==> src/rtl/arith_pkg.sv <==
// rtl/arith_pkg.sv - shared types and constants for the sequential arithmetic unit
//
// Purpose : FSM state encoding, default operand width and step-counter sizing
//           used by arith_seq_unit and arith_shift_divider.
// Ports   : none (package)
package arith_pkg;

    localparam int ARITH_WIDTH = 8;

    typedef enum logic [1:0] {
        ST_IDLE = 2'd0,
        ST_CALC = 2'd1,
        ST_DONE = 2'd2
    } arith_state_e;

    // Counter must hold the value WIDTH itself, hence WIDTH+1 codes.
    function automatic int cnt_width(input int w);
        return $clog2(w + 1);
    endfunction

    localparam int ARITH_CNT_W = cnt_width(ARITH_WIDTH);

endpackage

==> src/rtl/arith_shift_divider.sv <==
// rtl/arith_shift_divider.sv - unsigned restoring divider, one quotient bit per step
//
// Purpose : Loads dividend/divisor on start, then on each step shifts one
//           dividend bit into the partial remainder and performs a trial
//           subtraction. After WIDTH steps quotient = floor(a/b) and
//           remainder = a mod b. A zero divisor needs no special handling:
//           every trial succeeds, giving quotient all ones and remainder a.
// Ports   : clock, reset (sync, active-high)
//           start     - load operands, clear quotient/remainder
//           step      - perform one restoring iteration
//           dividend  - operand a, divisor - operand b
//           quotient  - quotient register
//           remainder - partial/final remainder register
module arith_shift_divider
    import arith_pkg::*;
#(
    parameter int WIDTH = ARITH_WIDTH
) (
    input  logic             clock,
    input  logic             reset,
    input  logic             start,
    input  logic             step,
    input  logic [WIDTH-1:0] dividend,
    input  logic [WIDTH-1:0] divisor,
    output logic [WIDTH-1:0] quotient,
    output logic [WIDTH-1:0] remainder
);

    logic [WIDTH-1:0] dvd_q, dvd_d;
    logic [WIDTH-1:0] dvs_q, dvs_d;
    logic [WIDTH-1:0] quo_q, quo_d;
    logic [WIDTH-1:0] rem_q, rem_d;
    // Shifted remainder is one bit wider than the divisor path so the
    // compare cannot lose the remainder MSB.
    logic [WIDTH:0]   trial;

    always_comb begin
        dvd_d = dvd_q;
        dvs_d = dvs_q;
        quo_d = quo_q;
        rem_d = rem_q;
        trial = {rem_q, dvd_q[WIDTH-1]};
        if (start) begin
            dvd_d = dividend;
            dvs_d = divisor;
            quo_d = '0;
            rem_d = '0;
        end else if (step) begin
            dvd_d = dvd_q << 1;
            if (trial >= {1'b0, dvs_q}) begin
                // Difference is below the divisor, so the low WIDTH bits suffice.
                rem_d = trial[WIDTH-1:0] - dvs_q;
                quo_d = {quo_q[WIDTH-2:0], 1'b1};
            end else begin
                rem_d = trial[WIDTH-1:0];
                quo_d = {quo_q[WIDTH-2:0], 1'b0};
            end
        end
    end

    always_ff @(posedge clock) begin
        if (reset) begin
            dvd_q <= '0;
            dvs_q <= '0;
            quo_q <= '0;
            rem_q <= '0;
        end else begin
            dvd_q <= dvd_d;
            dvs_q <= dvs_d;
            quo_q <= quo_d;
            rem_q <= rem_d;
        end
    end

    assign quotient  = quo_q;
    assign remainder = rem_q;

endmodule

==> src/rtl/arith_seq_unit.sv <==
// rtl/arith_seq_unit.sv - sequential add/sub/mul/div responder with valid/ready handshakes
//
// Purpose : Accepts an operand pair when idle, registers add/sub at once,
//           runs WIDTH shift-add multiply and restoring divide steps, then
//           presents all results with o_valid until the consumer takes them.
//           o_valid rises WIDTH+1 clocks after the accept edge.
// Ports   : clock, reset (sync, active-high)
//           i_valid/o_ready, i_value_a, i_value_b   - operand handshake
//           o_valid/i_ready                         - result handshake
//           o_result_add/sub/mul/div, o_div_by_zero - results (held in DONE)
//           o_result_rem                            - only with ARITH_REMAINDER_EN
// Config  : ARITH_REMAINDER_EN exports the divider remainder as o_result_rem.
module arith_seq_unit
    import arith_pkg::*;
#(
    parameter int WIDTH = ARITH_WIDTH
) (
    input  logic             clock,
    input  logic             reset,
    input  logic             i_valid,
    output logic             o_ready,
    input  logic [WIDTH-1:0] i_value_a,
    input  logic [WIDTH-1:0] i_value_b,
    output logic             o_valid,
    input  logic             i_ready,
    output logic [WIDTH-1:0] o_result_add,
    output logic [WIDTH-1:0] o_result_sub,
    output logic [WIDTH-1:0] o_result_mul,
    output logic [WIDTH-1:0] o_result_div,
    output logic             o_div_by_zero
`ifdef ARITH_REMAINDER_EN
    ,
    output logic [WIDTH-1:0] o_result_rem
`endif
);

    localparam int CNT_W = cnt_width(WIDTH);

    arith_state_e     state_q;
    logic [CNT_W-1:0] cnt_q;
    logic [WIDTH-1:0] a_sh_q;
    logic [WIDTH-1:0] b_sh_q;
    logic [WIDTH-1:0] acc_q;
    logic [WIDTH-1:0] add_q;
    logic [WIDTH-1:0] sub_q;
    logic             dbz_q;
    logic             valid_q;

    logic             accept;
    logic             div_step;
    logic [WIDTH-1:0] div_quo;

    assign o_ready  = (state_q == ST_IDLE);
    assign accept   = i_valid && (state_q == ST_IDLE);
    // The counter reaching zero marks the extra finishing cycle in CALC.
    assign div_step = (state_q == ST_CALC) && (cnt_q != '0);

    always_ff @(posedge clock) begin
        if (reset) begin
            state_q <= ST_IDLE;
            cnt_q   <= '0;
            a_sh_q  <= '0;
            b_sh_q  <= '0;
            acc_q   <= '0;
            add_q   <= '0;
            sub_q   <= '0;
            dbz_q   <= 1'b0;
            valid_q <= 1'b0;
        end else begin
            case (state_q)
                ST_IDLE: begin
                    if (accept) begin
                        state_q <= ST_CALC;
                        cnt_q   <= CNT_W'(WIDTH);
                        a_sh_q  <= i_value_a;
                        b_sh_q  <= i_value_b;
                        acc_q   <= '0;
                        add_q   <= i_value_a + i_value_b;
                        sub_q   <= i_value_a - i_value_b;
                        dbz_q   <= (i_value_b == '0);
                    end
                end
                ST_CALC: begin
                    if (cnt_q != '0) begin
                        // Low WIDTH bits only, so a_sh may drop its MSB freely.
                        if (b_sh_q[0]) begin
                            acc_q <= acc_q + a_sh_q;
                        end
                        a_sh_q <= a_sh_q << 1;
                        b_sh_q <= b_sh_q >> 1;
                        cnt_q  <= cnt_q - CNT_W'(1);
                    end else begin
                        state_q <= ST_DONE;
                        valid_q <= 1'b1;
                    end
                end
                ST_DONE: begin
                    if (i_ready) begin
                        state_q <= ST_IDLE;
                        valid_q <= 1'b0;
                    end
                end
                default: begin
                    state_q <= ST_IDLE;
                    valid_q <= 1'b0;
                end
            endcase
        end
    end

`ifdef ARITH_REMAINDER_EN
    logic [WIDTH-1:0] div_rem;
`else
    logic [WIDTH-1:0] div_rem_unused;
`endif

    arith_shift_divider #(
        .WIDTH(WIDTH)
    ) u_div (
        .clock    (clock),
        .reset    (reset),
        .start    (accept),
        .step     (div_step),
        .dividend (i_value_a),
        .divisor  (i_value_b),
        .quotient (div_quo),
`ifdef ARITH_REMAINDER_EN
        .remainder(div_rem)
`else
        .remainder(div_rem_unused)
`endif
    );

    assign o_valid       = valid_q;
    assign o_result_add  = add_q;
    assign o_result_sub  = sub_q;
    assign o_result_mul  = acc_q;
    assign o_result_div  = div_quo;
    assign o_div_by_zero = dbz_q;
`ifdef ARITH_REMAINDER_EN
    assign o_result_rem  = div_rem;
`endif

endmodule

==> config.mk <==
export PLATFORM = sky130hd
export DESIGN_NAME = arith_seq_unit
export DESIGN_NICKNAME = d
export VERILOG_FILES = /design/src/rtl/arith_pkg.sv /design/src/rtl/arith_shift_divider.sv /design/src/rtl/arith_seq_unit.sv
export SDC_FILE = /design/constraint.sdc
export NUM_CORES = 1
export LEC_CHECK = 0
export ABC_CLOCK_PERIOD_IN_PS = 2050
export CORE_ASPECT_RATIO = 1.1
export CORE_UTILIZATION = 56
export DETAILED_ROUTE_END_ITERATION = 7
export PLACE_DENSITY = 0.8
export SETUP_SLACK_MARGIN = 0.3
export SYNTH_ARGS = -nofsm -noshare
export SYNTH_HDL_FRONTEND = slang
export SYNTH_SLANG_ARGS = --single-unit
==> constraint.sdc <==
create_clock -name clock -period 2.05 [get_ports clock]
set_clock_uncertainty 0.05 [all_clocks]
set_input_delay 0.3075 -clock clock [delete_from_list [all_inputs] [get_ports clock]]
set_output_delay 0.3075 -clock clock [all_outputs]
set_load 0.05 [all_outputs]
==> flow_metrics.tcl, run 1 <==
set metrics [dict create \
    gr-total-overflow 0 \
    violations "design-rule violations, negative setup slack" \
    powerDensity_nw_per_um2 1080 \
    cts.path.max_buffers 2 \
    leakage_uw 0.00299 \
    peakVddDrop_v 0.000561 \
    cts-root-buf "clkbuf_8" \
    routed-wl-met2_um 9150 \
    synthCells 571 \
    clk_latency_ps 380 \
    antenna_left 0 \
    cts_max_level 3 \
    die_w_um 87.4 \
    ios 55 \
    synth_seq_cells 79 \
    dominantRegCellSynth "dfxtp_1" \
    rows 33 \
    max_slew_margin_pct 57.8 \
    wl_per_cell_um 25.8 \
    outcome "finished with violations" \
    grt_pass1_vias 4802 \
    report.final.slew_viol_count 0 \
    clkTransAtPathRegs_ps 80 \
    grt_max_degree 35 \
    yosysSeqAreaShare_pct 35.2 \
    areaGrowthSynthToFinish_pct 53.0 \
    highest_layer "met5" \
    antenna_cells 0 \
    antenna_found_initial 2 \
    drtIter0Drc 829 \
    min_delay_path_depth 4 \
    hp-class "in -> reg" \
    worstSetupEndpointType "flop" \
    start_kind "flop" \
    syn_area_per_cell_um2 7.87 \
    critPathKind "reg -> reg" \
    yosys_warnings 0 \
    min_from "i_value_b[1]" \
    synth_async_sr_flop_share_pct 0 \
    track_usage_pct 37.1 \
    worstPathRequired_ps 2250 \
    syn-num-nets 626 \
    drc_errors 8 \
    grt_first_pass_wirelength_um 23600 \
    nets 770 \
    totalWireLength_um 21300 \
    initial_core_util_pct 59.1 \
    dp_hpwl_um 9050 \
    cts_inserted_buffers 9 \
    wl_met1_um 7090 \
    whs_ps 375 \
    reg2reg_depth 8 \
    drive_gt1_share_pct 36.7 \
    crit_arrival_ps 2430 \
    worstMarginPinSlew_ps 631 \
    setup_viol 9 \
    dp.cells 764 \
    final_cell_mix "buf_4, nand2_1, dfxtp_1, nor2_1, a21oi_1" \
    vias 5726 \
    wl_met3_um 2860 \
    startpoint "u_div.dvs_q[7]" \
    max_freq_ghz 0.448 \
    period_minus_slack_ps 2230 \
    fin_ws_ps -183 \
    drt_pre_antenna_iters 8 \
    synthesis.area_um2 4490 \
    cts_tree "built" \
    rsz0062_at_grt "true" \
    die_height_um 95.9 \
    place_congestion 0.949 \
    numPortBuffers 54 \
    stdcell_count 824 \
    ys_types 60 \
    reg2reg_from "u_div.dvs_q[7]" \
    fin_crit_sh_pct 109 \
    hold_viol 0 \
    die_area_um2 8380 \
    max_cap_violations 0 \
    holdBufCountCts 0 \
    path_max_fanout 4 \
    cts.sinks 79 \
    final_common_cell "buf_4" \
    core_um2 7600 \
    post_drt_via_cell_ratio 6.95 \
    synth-edff-count 0 \
]
sequential cells by signal, indices dropped and copies added, names as in the netlist:
| signal | count |
|---|---|
| a_sh_q | 8 |
| b_sh_q | 8 |
| cnt_q | 4 |
| o_div_by_zero | 1 |
| o_result_add | 8 |
| o_result_mul | 8 |
| o_result_sub | 7 |
| o_valid | 1 |
| state_q | 2 |
| u_div.dvd_q | 8 |
| u_div.dvs_q | 8 |
| u_div.quotient | 8 |
| u_div.remainder | 8 |
cell families after synthesis:
group	synth area share, %
AOI/OAI and AO/OA	20.9
xor gates and xnor gates	2.73
adders and majority gates	10.4
buffers and inverters	6.24
DFF	35.2
muxes	0.669
and+or+nand+nor	23.8
final timing paths:
kind	to	slack, ps
max	u_div.remainder[2]	-180
min	u_div.dvs_q[1]	370
max reg2reg	u_div.remainder[2]	-180
min reg2reg	o_result_add[2]	400
metal layers:
metal  up-vias  global-route usage (%)
met5         -                       0
met4         2                    18.7
met3       250                    6.69
met2       627                    67.3
met1      2562                    41.7
li1       2285                       -
report_power, final:
group | switching [uW] | internal, uW | leakage, uW
sequential | 283 | 1790 | 0.000657
clock | 643 | 680 | 0.0000994
combinational | 2240 | 1750 | 0.00224
synthesized netlist by cell type (3+ instances only):
library cell | count | area share, %
fa_1 | 4 | 1.8
inv_1 | 29 | 2.4
dfxtp_1 | 79 | 35
clkbuf_1 | 21 | 1.8
ha_1 | 31 | 8.6
a311oi_1 | 14 | 2.7
a31oi_1 | 7 | 0.97
o211ai_1 | 6 | 1.0
nor2b_1 | 10 | 1.4
nand2_1 | 92 | 7.7
nand3_1 | 19 | 2.1
nor4_1 | 3 | 0.42
o21ai_0 | 11 | 1.2
and3_1 | 5 | 0.70
a2111oi_0 | 3 | 0.59
a21o_1 | 6 | 1.0
mux2i_1 | 3 | 0.67
o31ai_1 | 4 | 0.67
buf_4 | 3 | 0.50
a21oi_1 | 57 | 6.4
buf_2 | 8 | 0.89
nor2_1 | 61 | 5.1
xnor2_1 | 8 | 1.6
xor2_1 | 6 | 1.2
a211oi_1 | 16 | 2.7
or4_1 | 3 | 0.50
or3_1 | 3 | 0.42
nor3_1 | 8 | 0.89
nand2b_1 | 7 | 0.97
buf_1 | 5 | 0.42
area by class of cell:
class                           instances  area, um2
Inverter                               29        109
Tap cell                              105        131
Timing Repair Buffer                  171       1550
Fill cell                             306        726
Clock buffer                           11        131
Sequential cell                        79       1610
Multi-Input combinational cell        425       3270
Clock inverter                          4       72.6
through the flow:
step / cell area, um2 / setup WS [ps] / total power, uW / util (%) / setup TNS (ps)
final: 6870 / -183 / 7390 / 90.4 / -872
after global routing: 6870 / -193 / 7560 / 90.4 / -857
after CTS: 6290 / 141 / 6230 / 82.9 / 0
after detailed placement: 5660 / -422 / 4420 / 74.5 / -3250
after global placement: 5660 / -392 / 4350 / 74.5 / -2820
after floorplan: 4600 / 216 / 3640 / - / 0
worst max-delay path: stages, from the launching register on:
cell	delay, ps
dfxtp_2	370
inv_2	60
ha_4	150
nor2_1	480
o221ai_4	220
a21oi_4	260
buf_12	150
mux2i_1	240
a211oi_1	120
timing repair:
| action | 4_1_cts | 5_1_grt |
|---|---|---|
| endpoints found under the setup margin | 79 | 52 |
| resized for setup | 109 | 94 |
| gates cloned | 2 | 1 |
| setup buffers | 16 | 26 |
| pin swaps | 27 | 54 |
No activity file was read; power rests on OpenSTA's default activity.
==> run 2: changes to the inputs <==
--- a/config.mk
+++ b/config.mk
@@ -7,9 +7,9 @@
 export LEC_CHECK = 0
 export ABC_CLOCK_PERIOD_IN_PS = 2050
 export CORE_ASPECT_RATIO = 1.1
-export CORE_UTILIZATION = 56
+export CORE_UTILIZATION = 46
 export DETAILED_ROUTE_END_ITERATION = 7
-export PLACE_DENSITY = 0.8
+export PLACE_DENSITY = 0.68
 export SETUP_SLACK_MARGIN = 0.3
 export SYNTH_ARGS = -nofsm -noshare
 export SYNTH_HDL_FRONTEND = slang
==> run 2 against run 1 <==
The flow now finishes without violations. First-iteration DRC count fell by 66%. Sequential power fell by 3%. Sequential share of layout area fell by 0.19 points. Hold slack got worse by 20 ps. Die area rose by 21%. Setup slack improved by 270 ps. Clock-buffer cell count did not move. Critical endpoint is now u_div.remainder[7].
==> flow_metrics.tcl, run 2 (synthesis gave the netlist of run 1 again) <==
set metrics [dict create \
    core_um2 9440 \
    initial_core_util_pct 47.6 \
    hp-class "in -> reg" \
    wl_met3_um 777 \
    cts_tree "built" \
    grt_pass1_vias 4684 \
    vias 4897 \
    highest_layer "met4" \
    start_kind "flop" \
    crit_arrival_ps 2210 \
    cp_num_buf_inv 2 \
    drc_errors 0 \
    dp_hpwl_um 9470 \
    dp.cells 777 \
    path_max_fanout 6 \
    ios 55 \
    worstPathRequired_ps 2300 \
    totalWireLength_um 15500 \
    max_cap_violations 0 \
    hold_viol 0 \
    gr-total-overflow 0 \
    stdcell_count 833 \
    fin_crit_sh_pct 95.7 \
    max_slew_margin_pct 65.5 \
    slowest_stage "or4_4" \
    worstSetupEndpointType "flop" \
    grt_max_degree 32 \
    clkTransAtPathRegs_ps 80 \
    cts_max_level 3 \
    setup_viol 0 \
    powerDensity_nw_per_um2 1030 \
    cpPeakStageDelay_ps 530 \
    track_usage_pct 30.0 \
    final_cell_mix "buf_4, nand2_1, dfxtp_1, nor2_1, dlygate4sd2_1" \
    antenna_found_initial 0 \
    report.final.slew_viol_count 0 \
    numPortBuffers 54 \
    grt_first_pass_wirelength_um 23100 \
    multiInputGateArea_um2 3260 \
    nets 766 \
    wl_met1_um 6180 \
    drt_pre_antenna_iters 5 \
    die_height_um 106 \
    die_w_um 96.2 \
    drtIter0Drc 286 \
    drive_gt1_share_pct 35.9 \
    fill_cells 725 \
    antenna_left 0 \
    rows 37 \
    whs_ps 355 \
    outcome "complete, no violations" \
    place_congestion 0.916 \
    routed-wl-met2_um 8030 \
    cts.path.max_buffers 2 \
    wl_per_cell_um 18.6 \
    clk_latency_ps 370 \
    rsz0062_at_grt "true" \
    critPathKind "reg -> reg" \
    cts.sinks 79 \
    worstMarginPinSlew_ps 519 \
    cts_inserted_buffers 9 \
    max_freq_ghz 0.510 \
    worstPathCellList "inv_2, ha_4, buf_6, a21o_1, a21oi_2, o21ai_1, or4_4, a31oi_1" \
    peakVddDrop_v 0.000510 \
    antenna_cells 0 \
    areaGrowthSynthToFinish_pct 54.7 \
    seq_area_um2 1610 \
    holdBufCountCts 0 \
    die_area_um2 10200 \
    leakage_uw 0.00298 \
    period_minus_slack_ps 1960 \
    cts-root-buf "clkbuf_8" \
    final_common_cell "buf_4" \
    critPathTopFamily "compound AO/OA/AOI/OAI gates" \
    post_drt_via_cell_ratio 5.88 \
]
run 2: cell types whose count changed in the layout (fill, tap and decap cells not counted), moves of 4 or more:
cell,delta
a211oi_2,+4
nand2_2,-5
buf_6,-4
o21ai_1,-4
buf_4,-4
a211oi_1,-4
nand2_1,+5
buf_16,+4
inv_2,-4
run 2: layout make-up:
| type | instances | share of cell area (%) |
|---|---|---|
| flip-flops and latches | 79 | 23.2 |
| multi-input cells | 425 | 46.9 |
| repair buffers | 167 | 22.7 |
| clock inverters | 5 | 1.55 |
| well taps | 117 | 2.11 |
| clock buffers | 11 | 1.89 |
| inverters | 29 | 1.60 |
run 2: where the power goes:
group	total, uW	internal [uW]	leakage [uW]	switching, uW
logic	3720	1780	0.00221	1940
clock network	1430	815	0.000118	611
registers	2010	1790	0.000657	221
run 2: final timing paths:
kind | start | end | slack, ps | cells after the start
worst min-delay path | i_value_b[2] | u_div.dvs_q[2] | 360 | 4
worst max register to register | u_div.dvs_q[5] | u_div.remainder[7] | 90 | 8
worst max-delay path | u_div.dvs_q[5] | u_div.remainder[7] | 90 | 8
worst min register to register | o_div_by_zero | o_div_by_zero | 410 | 2
run 2: what timing repair did:
item                       CTS  global route
setup endpoints to repair   79            46
cloned                       6             1
setup buffers               14            19
pin swaps                   38            33
resized for setup          123            73
run 2: per-stage QoR:
stage | total power, uW | area [um2] | utilization [%] | TNS (ps) | setup slack (ps)
final | 7160 | 6950 | 73.6 | 0 | 88.5
after global routing | 7450 | 6950 | 73.6 | 0 | 48.0
after CTS | 6580 | 6470 | 68.5 | 0 | 157
after detailed placement | 4490 | 5680 | 60.2 | -2530 | -388
after global placement | 4430 | 5680 | 60.2 | -2160 | -369
after floorplan | 3640 | 4600 | - | 0 | 216
run 2: metal layers:
metal | vias up | track usage, %
li1 | 2292 | -
met1 | 2356 | 35.6
met2 | 202 | 51.2
met3 | 47 | 5.34
met4 | 0 | 14.4
met5 | - | 0
run 2: worst min-delay path, cell delays in order:
cell	delay, ps
dlymetal6s2s_1	150
buf_4	160
nand2_1	60
a21oi_1	50
==> run 3: changes to the inputs <==
--- a/config.mk
+++ b/config.mk
@@ -10,6 +10,7 @@
 export CORE_UTILIZATION = 46
 export DETAILED_ROUTE_END_ITERATION = 7
 export PLACE_DENSITY = 0.68
+export REMOVE_ABC_BUFFERS = 1
 export SETUP_SLACK_MARGIN = 0.3
 export SYNTH_ARGS = -nofsm -noshare
 export SYNTH_HDL_FRONTEND = slang
==> run 3 against run 2 <==
First-iteration DRC count up 5.2%. Core utilization down 0.98 points. Total power fell by 4.8%. Routed wire length shrank 4.2%. Critical endpoint unchanged. Largest cell class unchanged. Largest power group unchanged.
==> flow_metrics.tcl, run 3 (synthesis gave the netlist of run 1 again) <==
set metrics [dict create \
    rsz0062_at_grt "true" \
    drc_errors 0 \
    dp_hpwl_um 9150 \
    dp_slack_ps -418 \
    worstSetupEndpointType "flop" \
    dp.cells 787 \
    final_common_cell "buf_4" \
    outcome "complete, no violations" \
    hp-class "in -> reg" \
    cts_tree "built" \
    start_kind "flop" \
    seq_area_um2 1610 \
    grt_max_degree 24 \
    fin_ws_ps 101 \
    grt_first_pass_wirelength_um 21900 \
    cts_inserted_buffers 9 \
    min_from "reset" \
    hold_viol 0 \
    whs_ps 294 \
    peakVddDrop_v 0.000534 \
    powerDensity_nw_per_um2 994 \
    die_height_um 106 \
    track_usage_pct 27.9 \
    cts-root-buf "clkbuf_8" \
    antenna_found_initial 0 \
    cts.sinks 79 \
    nets 769 \
    max_cap_violations 0 \
    cts_max_level 3 \
    max_freq_ghz 0.513 \
    antenna_left 0 \
    antenna_cells 0 \
    initial_core_util_pct 47.6 \
    clk_latency_ps 370 \
    report.final.slew_viol_count 0 \
    post_drt_via_cell_ratio 5.81 \
    fill_cells 685 \
    crit_arrival_ps 2190 \
    fin_setup_tns_ps 0 \
    startpoint "u_div.dvs_q[1]" \
    total_power_uw 6810 \
    setup_viol 0 \
    fin_crit_sh_pct 95.1 \
    die_area_um2 10200 \
    clkTransAtPathRegs_ps 100 \
    gr-total-overflow 0 \
    die_w_um 96.2 \
    rows 37 \
    drive_gt1_share_pct 36.9 \
    stdcell_count 836 \
    period_minus_slack_ps 1950 \
    multiInputGateArea_um2 3300 \
    cts.path.max_buffers 2 \
    ios 55 \
    drtIter0Drc 301 \
    totalWireLength_um 14800 \
    areaGrowthSynthToFinish_pct 52.6 \
    place_congestion 0.928 \
    core_um2 9440 \
    final_cell_mix "buf_4, nand2_1, dfxtp_1, nor2_1, a21oi_1" \
    reg2reg_from "u_div.dvs_q[1]" \
    drt_pre_antenna_iters 5 \
    worstPathRequired_ps 2300 \
    worstMarginPinSlew_ps 519 \
    critPathKind "reg -> reg" \
    vias 4861 \
    path_max_fanout 3 \
    max_slew_margin_pct 65.5 \
    wl_per_cell_um 17.8 \
    leakage_uw 0.00295 \
    numPortBuffers 54 \
    grt_pass1_vias 4639 \
]
==> run 3: cell count changes in the layout (fill, tap and decap cells not counted), sizes merged <==
cell	previous run	this run
buf	114	115
clkinvlp	0	1
clkbuf	13	16
bufinv	3	1
dlygate4sd2	43	41
clkinv	2	4
==> run 3: area by class of cell <==
type / instances / share of cell area, %
multi-input combinational: 425 / 48.1
sequential: 79 / 23.4
timing repair buffer: 170 / 22.0
tap: 117 / 2.14
clock buffer: 10 / 1.86
inverter: 29 / 1.59
clock inverter: 6 / 0.894
==> run 3: path summary, 6_finish.rpt <==
path / cells past startpoint / slack, ps / to
max: 7 / 100 / u_div.remainder[7]
min: 2 / 290 / o_result_sub[3]
max reg2reg: 7 / 100 / u_div.remainder[7]
min reg2reg: 2 / 410 / u_div.quotient[7]
==> run 3: what timing repair did <==
action | in CTS | in global routing
buffers inserted | 16 | 11
endpoints found under the setup margin | 82 | 51
resized for setup | 131 | 88
hold buffers | 0 | 0
gates cloned | 2 | 4
pin swaps | 28 | 41
==> run 3: where the power goes <==
group	internal, uW	leakage, uW	total (uW)	switching, uW
Sequential	1790	0.000655	2010	222
Combinational	1710	0.00220	3630	1920
Clock	559	0.0000960	1170	615
Total	4050	0.00295	6810	2760
==> run 3: worst max-delay path, stage by stage (launching register included) <==
cell and delay (ps):
dfxtp_2 360, inv_2 50, ha_4 260, nor2b_4 150, o2111ai_4 150, and3_1 200
or4_1 480, a31oi_1 170
==> run 3: metrics by stage <==
stage	instance area, um2	util, %
final	6860	72.6
after global routing	6860	72.6
after CTS	6340	67.1
after detailed placement	5650	59.9
after global placement	5650	59.9
after floorplan	4320	-
==> run 3: metal layers <==
metal,GRT usage (%),vias up,routed length [um]
li1,-,2291,-
met1,34.0,2341,5990
met2,47.4,172,7520
met3,3.90,57,614
met4,13.5,0,714
met5,0,-,0
